## config.mk

```make
export PLATFORM = sky130hd
export DESIGN_NAME = des_perm_pipe_flat
export DESIGN_NICKNAME = d
export VERILOG_FILES = /design/src/rtl/des_perm_pipe_pkg.sv /design/src/rtl/des_perm_pipe_if.sv /design/src/rtl/des_perm_lane.sv /design/src/rtl/des_perm_pipe.sv /design/src/flat_wrapper.sv
export SDC_FILE = /design/constraint.sdc
export NUM_CORES = 1
export LEC_CHECK = 0
export BUFFER_PORTS_ARGS = -buffer_cell sky130_fd_sc_hd__buf_2
export CAP_MARGIN = 20
export CORE_UTILIZATION = 40
export DETAILED_ROUTE_END_ITERATION = 8
export PLACE_DENSITY = 0.66
export SLEW_MARGIN = 10
export SYNTH_ARGS = -nofsm -noshare
export SYNTH_HDL_FRONTEND = slang
export SYNTH_SLANG_ARGS = --single-unit
export TNS_END_PERCENT = 1
```

## constraint.sdc

```tcl
create_clock -name clk -period 2.6 [get_ports clk]
set_input_delay 0 -clock clk [delete_from_list [all_inputs] [get_ports clk]]
set_output_delay 0 -clock clk [all_outputs]
set_load 0.005 [all_outputs]
```

## src/rtl/des_perm_pipe_pkg.sv

```systemverilog
// Shared DES permutation definitions: mode encodings, the FP index table
// in LSB-0 numbering, and single-block IP / IP^-1 helpers.
package des_pkg;

  localparam logic [1:0] MODE_IP  = 2'b00;
  localparam logic [1:0] MODE_IIP = 2'b01;
  localparam logic [1:0] MODE_BYP = 2'b10;
  localparam logic [1:0] MODE_RSV = 2'b11;

  // FP_G[i] is the source bit of output bit i for IP^-1 (LSB-0 numbering).
  localparam logic [5:0] FP_G [64] = '{
    6'd39, 6'd7,  6'd47, 6'd15, 6'd55, 6'd23, 6'd63, 6'd31,
    6'd38, 6'd6,  6'd46, 6'd14, 6'd54, 6'd22, 6'd62, 6'd30,
    6'd37, 6'd5,  6'd45, 6'd13, 6'd53, 6'd21, 6'd61, 6'd29,
    6'd36, 6'd4,  6'd44, 6'd12, 6'd52, 6'd20, 6'd60, 6'd28,
    6'd35, 6'd3,  6'd43, 6'd11, 6'd51, 6'd19, 6'd59, 6'd27,
    6'd34, 6'd2,  6'd42, 6'd10, 6'd50, 6'd18, 6'd58, 6'd26,
    6'd33, 6'd1,  6'd41, 6'd9,  6'd49, 6'd17, 6'd57, 6'd25,
    6'd32, 6'd0,  6'd40, 6'd8,  6'd48, 6'd16, 6'd56, 6'd24
  };

  function automatic logic [63:0] des_iip64(input logic [63:0] d);
    logic [63:0] r;
    r = '0;
    for (int i = 0; i < 64; i++) r[i] = d[FP_G[i]];
    return r;
  endfunction

  function automatic logic [63:0] des_ip64(input logic [63:0] d);
    logic [63:0] r;
    r = '0;
    for (int i = 0; i < 64; i++) r[FP_G[i]] = d[i];
    return r;
  endfunction

endpackage

```

## src/rtl/des_perm_pipe_if.sv

```systemverilog
// Valid/ready bus of the DES permutation pipe; the environment is the
// master and the pipe is the slave.
interface des_perm_pipe_if #(
  parameter int LANES = 1,
  parameter int CNT_W = 16
);
  logic                  in_valid;
  logic                  in_ready;
  logic [1:0]            in_mode;
  logic [64*LANES-1:0]   in_data;
  logic                  out_valid;
  logic                  out_ready;
  logic [64*LANES-1:0]   out_data;
  logic                  out_err;
  logic [CNT_W-1:0]      xfer_cnt;

  modport master (
    output in_valid, in_mode, in_data, out_ready,
    input  in_ready, out_valid, out_data, out_err, xfer_cnt
  );

  modport slave (
    input  in_valid, in_mode, in_data, out_ready,
    output in_ready, out_valid, out_data, out_err, xfer_cnt
  );
endinterface

```

## src/rtl/des_perm_lane.sv

```systemverilog
// Combinational per-lane permutation: IP, IP^-1 or bypass on one 64-bit
// block; the reserved mode bypasses and raises err.
module des_perm_lane
  import des_pkg::*;
(
  input  logic [63:0] data,
  input  logic [1:0]  mode,
  output logic [63:0] result,
  output logic        err
);

  always_comb begin
    result = data;
    err    = 1'b0;
    case (mode)
      MODE_IP:  result = des_ip64(data);
      MODE_IIP: result = des_iip64(data);
      MODE_RSV: err    = 1'b1;
      default:  ;
    endcase
  end

endmodule

```

## src/rtl/des_perm_pipe.sv

```systemverilog
// Elastic pipeline around LANES parallel DES permutation lanes, with a
// saturating count of completed output transfers.
module des_perm_pipe
  import des_pkg::*;
#(
  parameter int LANES       = 1,
  parameter int PIPE_STAGES = 1,
  parameter int CNT_W       = 16
) (
  input  logic           clk,
  input  logic           reset,
  des_perm_pipe_if.slave bus
);

  localparam int W = 64 * LANES;

  if (PIPE_STAGES < 1 || PIPE_STAGES > 3) begin : g_bad_stages
    $error("des_perm_pipe: PIPE_STAGES must be in 1..3");
  end

  logic [W-1:0]           mapped;
  logic [LANES-1:0]       lane_err;
  logic [W-1:0]           stage_data [PIPE_STAGES];
  logic [PIPE_STAGES-1:0] stage_err;
  logic [PIPE_STAGES-1:0] stage_vld;
  logic [W-1:0]           src_data [PIPE_STAGES];
  logic [PIPE_STAGES-1:0] src_err;
  logic [PIPE_STAGES-1:0] src_vld;
  logic [PIPE_STAGES-1:0] load;
  logic [CNT_W-1:0]       cnt;

  for (genvar k = 0; k < LANES; k++) begin : g_lane
    des_perm_lane u_lane (
      .data   (bus.in_data[64*k +: 64]),
      .mode   (bus.in_mode),
      .result (mapped[64*k +: 64]),
      .err    (lane_err[k])
    );
  end

  assign src_data[0] = mapped;
  assign src_err[0]  = |lane_err;
  assign src_vld[0]  = bus.in_valid;

  for (genvar s = 1; s < PIPE_STAGES; s++) begin : g_src
    assign src_data[s] = stage_data[s-1];
    assign src_err[s]  = stage_err[s-1];
    assign src_vld[s]  = stage_vld[s-1];
  end

  // A stage can load unless it and every stage after it are full and stalled.
  for (genvar s = 0; s < PIPE_STAGES; s++) begin : g_load
    assign load[s] = bus.out_ready || !(&stage_vld[PIPE_STAGES-1:s]);
  end

  assign bus.in_ready  = load[0];
  assign bus.out_valid = stage_vld[PIPE_STAGES-1];
  assign bus.out_data  = stage_data[PIPE_STAGES-1];
  assign bus.out_err   = stage_err[PIPE_STAGES-1];
  assign bus.xfer_cnt  = cnt;

  always_ff @(posedge clk) begin
    if (reset) begin
      stage_vld <= '0;
      stage_err <= '0;
      for (int s = 0; s < PIPE_STAGES; s++) stage_data[s] <= '0;
    end else begin
      for (int s = 0; s < PIPE_STAGES; s++) begin
        if (load[s]) begin
          stage_vld[s] <= src_vld[s];
          if (src_vld[s]) begin
            stage_data[s] <= src_data[s];
            stage_err[s]  <= src_err[s];
          end
        end
      end
    end
  end

  always_ff @(posedge clk) begin
    if (reset) begin
      cnt <= '0;
    end else if (bus.out_valid && bus.out_ready && cnt != {CNT_W{1'b1}}) begin
      cnt <= cnt + 1'b1;
    end
  end

endmodule

```

## src/flat_wrapper.sv

```systemverilog
// flat-port wrapper written by rule: the top's interface ports become plain ports
module des_perm_pipe_flat import des_pkg::*;
#(
  parameter int LANES       = 1,
  parameter int PIPE_STAGES = 1,
  parameter int CNT_W       = 16
)
  (clk, reset, bus_in_valid, bus_in_mode, bus_in_data, bus_out_ready, bus_in_ready, bus_out_valid, bus_out_data, bus_out_err, bus_xfer_cnt);
  des_perm_pipe_if #(.LANES(LANES), .CNT_W(CNT_W)) bus_i ();
  input  logic clk;
  input  logic reset;
  input wire logic [$bits(bus_i.in_valid)-1:0] bus_in_valid;
  input wire logic [$bits(bus_i.in_mode)-1:0] bus_in_mode;
  input wire logic [$bits(bus_i.in_data)-1:0] bus_in_data;
  input wire logic [$bits(bus_i.out_ready)-1:0] bus_out_ready;
  output wire logic [$bits(bus_i.in_ready)-1:0] bus_in_ready;
  output wire logic [$bits(bus_i.out_valid)-1:0] bus_out_valid;
  output wire logic [$bits(bus_i.out_data)-1:0] bus_out_data;
  output wire logic [$bits(bus_i.out_err)-1:0] bus_out_err;
  output wire logic [$bits(bus_i.xfer_cnt)-1:0] bus_xfer_cnt;
  assign bus_i.in_valid = bus_in_valid;
  assign bus_i.in_mode = bus_in_mode;
  assign bus_i.in_data = bus_in_data;
  assign bus_i.out_ready = bus_out_ready;
  assign bus_in_ready = bus_i.in_ready;
  assign bus_out_valid = bus_i.out_valid;
  assign bus_out_data = bus_i.out_data;
  assign bus_out_err = bus_i.out_err;
  assign bus_xfer_cnt = bus_i.xfer_cnt;
  des_perm_pipe #(.LANES(LANES), .PIPE_STAGES(PIPE_STAGES), .CNT_W(CNT_W)) u_core (.clk(clk), .reset(reset), .bus(bus_i));
endmodule
```

After elaboration in Yosys (flattened, before gate mapping) --
Memories as Yosys holds them, arrays and structs flattened. Cells that the tools add are included.
Storage, ports and cells: register bits 18, bits in writable memories 64, input port bits 70, output and inout bits 83, word-level logic and storage cells 25, memories 1
Operators by class: $add $sub $neg 1, equality and inequality tests 3, multiplexer cells 10, reductions and logical operators 7
Memories:
- u_core.stage_data | depth 1, width 64, read ports 1, clocked after Yosys merged registers in 0, write ports 1, line des_perm_pipe.sv:23 | logic [W-1:0] stage_data [PIPE_STAGES];
Operators with widths (number):
- case mux 64 bit (2 select lines) | 1
- two-way mux 64 bit | 1
- OR reduction 64 bit | 1
- adder 16 x 1 -> 16 bit, second input constant | 1
- inequality test 16 bit, second input constant | 1
- two-way mux 1 bit | 8
- == test 2 x 1 -> 1 bit, second input constant | 1
- == test 2 bit, second input constant | 1
- logical AND 1 bit | 2
- zero test 2 bit | 1
- AND reduction 2 bit | 1
- zero test 1 bit | 1
- logical OR 1 bit | 1

Depth between registers and ports, before layout --
word-level depth 7, gate-level depth with buffers 7, mapped depth without buffers 5

Hierarchy --
A second synthesis with hierarchy kept.
Unflattened totals: cells, all modules 444, area total of the unflattened synthesis 4583.1 µm²
Modules (own cells, without submodules):
- des_perm_pipe | instances 1, cells each 239, area an instance 3241.9 µm²
- des_perm_lane | instances 1, cells each 205, area an instance 1341.3 µm²

Worst setup path before layout --
No wires, ideal clock.
kind register -> register, start reg u_core.stage_vld, in the netlist u_core.bus.out_valid, end mem u_core.stage_data[0][0] (netlist bit), enable pin, library setup time 433 ps, data arrival time 2003 ps, data required time 2167 ps, slack 164 ps, stages on the path, launching flop included 4, buffers on the path 0, path through dfxtp_1 > nand2b_1 > nand2_1 > nand2b_1
On the way: longest elaborated chain between the ends 7
Ends and longest elaborated chain:
- from (decl) | line des_perm_pipe.sv:25 | logic [PIPE_STAGES-1:0] stage_vld;
- from (signal, indexed assignment) | line des_perm_pipe.sv:70 | stage_vld[s] <= src_vld[s];
- zero test 1 bit (*) | line des_perm_pipe.sv:53 | assign load[s] = bus.out_ready || !(&stage_vld[PIPE_STAGES-1:s]);
- logical OR 1 bit (*) | line des_perm_pipe.sv:53
- net bus_in_ready | line flat_wrapper.sv:16 | output wire logic [$bits(bus_i.in_ready)-1:0] bus_in_ready;
- two-way mux 1 bit (*) | line des_perm_pipe.sv:69 | if (load[s]) begin
- two-way mux 1 bit (*) | line des_perm_pipe.sv:63 | if (reset) begin
- two-way mux 1 bit (not written as such) (*) | line des_perm_pipe.sv:72 | stage_data[s] <= src_data[s];
- OR reduction 64 bit (no line)
- two-way mux 1 bit (no line) (*)
- to (decl) | line des_perm_pipe.sv:23
The timed path passes the listed nets; every way through them passes the cells marked *.

Worst setup path after layout --
start reg u_core.cnt[0], in the netlist u_core.bus.xfer_cnt[0], end reg u_core.cnt[1], in the netlist u_core.bus.xfer_cnt[1]
On the way: longest elaborated chain between the ends 2, elaborated cells on any way between the ends 3
Ends and longest elaborated chain:
- from (decl) | line des_perm_pipe.sv:30 | logic [CNT_W-1:0] cnt;
- from (signal assigned) | line des_perm_pipe.sv:84 | cnt <= cnt + 1'b1;
- branches (longest 2 deep; another with adder 16 x 1 -> 16 bit)
Parallel ways; which one is timed is not known. A chain may end at the register's enable or synchronous reset.

==> flow_summary_export.csv <==
group,metric,value,unit
finish,syn_to_final_growth,32.5,%
synth,synth_edf_count,64,
synth,synth_xor_area_frac,0,
worst_hold_path,hold_end,"u_core.stage_data[0][30]$_SDFFCE_PN0P_",
worst_setup_path,end_kind,"flop",
synth,synth_compound_area_frac,0.110,
synth,ys_top_cells_by_count,"127 x nor2_1, 74 x a21oi_1, 64 x edfxtp_1, 63 x mux2i_1",
worst_setup_path,critPathSlowestCell,"nor4_2",
synth,async_flop_share,0,
finish,final_core_util,0.551,
floorplanning,num_io_pins,153,
floorplanning,dieArea,11300,um^2
sta,slew_headroom,0.564,
global_route,gr-total-overflow,0,
synth,ys_seq_area_frac,0.527,
sta,rsz0062_at_grt,"false",
finish,fin_nets,690,
worst_setup_path,reg2reg_from,"u_core.bus.xfer_cnt[0]$_SDFFE_PP0P_",
global_route,grt_first_pass_wirelength,17700,um
drt,vias,3896,
worst_setup_path,reg2reg_depth,6,
clocking,cts_buffer_depth,2,
worst_hold_path,hold_path_depth,3,
drt,ant_nets,0,
power_and_ir_drop,pwr_density_cell,494,nW/um^2
global_route,grtUsageTotal,0.199,
synth,synth_warnings,0,
floorplanning,fp.dieW,106,um
flow_run,maxCapViolCount,0,
worst_setup_path,r2r_slack,0.63,ns
synth,synth_cell_types,33,
synth,ys_ff_latch,82,
worst_setup_path,crit_fanout,13,
finish,drive_gt1_frac,0.288,
sta,hold_violations,0,
clocking,ctsHoldBuffers,33,
clocking,cts-resized-gates,0,
drt,viasPerCell,5.12,
global_route,grt_pass1_vias,3593,
worst_hold_path,hp-class,"primary input to flop",
worst_hold_path,hp-start,"bus_in_data[30]",
sta,maxSlewViolCount,0,
sta,max_freq,0.507,GHz
sta,worst_pin_slew,0.648,ns
clocking,cts-root-buf,"clkbuf_8",
floorplanning,start_util,0.416,
worst_setup_path,start_kind,"flop",
sta,period_share,0.758,
clocking,clk_latency,0.34,ns
synth,syn_inst,449,
sta,setup-violations-final,0,
worst_setup_path,critPathMaxStageDelay,0.52,ns
finish,stdcell_area,5740,um^2
worst_setup_path,cp.required,2.86,ns
synth,netlist_area,4330,um^2
drt,firstDrtPassIters,7,
drt,drt_iter0_drc,200,
floorplanning,die_h,106,um
sta,period_needed,1.97,ns
placed_design,port_buffers,152,
synth,yosys.area.top_type,"edfxtp_1",
synth,synth_top_family_by_area,"simple AND/OR/NAND/NOR gates",
floorplanning,fp-row-count,37,
synth,synth_area_leaders,"edfxtp_1 44%, mux2i_1 15%, nor2_1 11%",
outcome,outcome,"complete, no violations",
synth,ys.flop_type,"edfxtp_1",
global_route,antenna_found_initial,1,
clocking,cts_max_level,3,
synth,synth_top_area_share,0.443,
sta,tns,0,ns
placed_design,gp_congestion,0.822,
worst_setup_path,worstSetupPathType,"flop to flop",
clocking,cts_made_buffers,9,
clocking,postCtsSetupBuffers,0,
drt,drcViolationCount,0,
synth,synthAdderAreaFrac,0.00289,
synth,synth_mux_area_frac,0.148,
sta,finalClockSkew,0.00908,ns
clocking,cts_tree,"built",
worst_setup_path,critPathLaunch,"u_core.bus.xfer_cnt[0]$_SDFFE_PP0P_",
floorplanning,core,10400,um^2
synth,synth_area_per_cell,9.65,um^2
power_and_ir_drop,ir_worst_vdd,0.000211,V
global_route,grt_start_max_net_pins,66,
worst_setup_path,reg2reg_to,"u_core.bus.xfer_cnt[1]$_SDFFE_PP0P_",
drt,routedWlPerCell,14.8,um
synth,yosysMostFrequentCell,"nor2_1",
synth,synthSimpleGateAreaFrac,0.174,
power_and_ir_drop,power_leakage,2.58,nW
clocking,numClockSinks,82,
clocking,clkTransAtPathRegs,0.08,ns
synth,synth_nets,520,
worst_setup_path,cp_cell_sequence,"ha_1 > nand4_1 > nor4_2 > buf_4 > o21ai_0 > a21oi_1",
placed_design,hpwl,7800,um
worst_setup_path,cp.arrival,2.23,ns
placed_design,dpl_cell_area,5240,um^2
drt,routed_wl,11300,um
-- layer usage --
metal | track usage | vias up | routed length (um)
met4 | 0.0685 | 0 | 169
met5 | 0 | - | 0
met3 | 0.0392 | 15 | 668
met1 | 0.257 | 1793 | 5030
li1 | - | 1944 | -
met2 | 0.332 | 144 | 5410
-- through the flow --
step                      std cells  hold WS (ns)  power (mW)  worst slack [ns]
after floorplan                 449         0.125        1.80             0.164
after global placement          711         0.249        2.01             0.779
after detailed placement        711         0.272        2.02             0.670
after CTS                       760      0.000382        2.88             0.647
after global routing            761        0.0102        2.98             0.392
final                           761        0.0164        2.84             0.629
-- flip-flops by register name (all words and copies together) (netlist names) --
register,count
u_core.stage_data,64
u_core.bus.xfer_cnt,16
u_core.bus.out_err,1
u_core.bus.out_valid,1
-- worst max-delay path, delay by kind of cell, from the launching register on --
kind / cells / cell delay (ns)
DFF: 1 / 0.40
and+or+nand+nor: 2 / 0.69
buffers and inverters: 1 / 0.29
adders and majority gates: 1 / 0.24
AOI/OAI and AO/OA: 2 / 0.27
-- worst max-delay path by stage --
stage	to	slack, ns
global route	u_core.bus.xfer_cnt[1]$_SDFFE_PP0P_	0.39
detailed placement	u_core.bus.xfer_cnt[1]$_SDFFE_PP0P_	0.67
global placement	u_core.bus.xfer_cnt[1]$_SDFFE_PP0P_	0.78
finish	u_core.bus.xfer_cnt[1]$_SDFFE_PP0P_	0.63
floorplan	u_core.stage_data[0][0]$_SDFFCE_PN0P_	0.16
CTS	u_core.bus.xfer_cnt[1]$_SDFFE_PP0P_	0.65
-- power breakdown --
part           switching [mW]  leakage (nW)  internal [mW]
Combinational           0.265          1.66          0.233
Clock                   0.466        0.0726          0.347
Sequential             0.0259         0.844           1.50
-- final cells by class --
| cell class | instances | area [um^2] |
|---|---|---|
| Fill cell | 958 | 4670 |
| Sequential cell | 82 | 2280 |
| Multi-Input combinational cell | 327 | 1890 |
| Timing Repair Buffer | 192 | 1200 |
| Tap cell | 136 | 170 |
| Clock buffer | 10 | 128 |
| Clock inverter | 6 | 42.5 |
| Inverter | 7 | 26.3 |
| Antenna cell | 1 | 2.50 |
-- cells by family after synthesis --
group | Yosys count
AND/OR/NAND/NOR | 172
AO/OA/AOI/OAI | 90
flip-flops | 82
multiplexers | 64
buffers and inverters | 40
adder cells (fa/ha/maj) | 1
-- cells in the final DEF, fill, tap and decap left out, types with 2 or more instances in the layout --
master,Yosys,layout
nand4_1,5,5
edfxtp_1,64,64
buf_12,0,4
and2_1,2,2
dlygate4sd3_1,0,33
mux2i_1,63,63
nand2_1,9,9
a21oi_1,74,74
clkbuf_8,0,9
o21ai_0,5,5
and4_1,2,2
nand3_1,4,4
buf_2,7,150
inv_1,7,7
or4_1,6,6
clkinvlp_4,0,4
nor2_1,127,127
o31ai_1,7,7
buf_4,2,5
dfxtp_1,18,18
a211oi_1,2,2
nor4_1,3,2
or3_1,5,5
No activity file was read; power rests on OpenSTA's default activity.
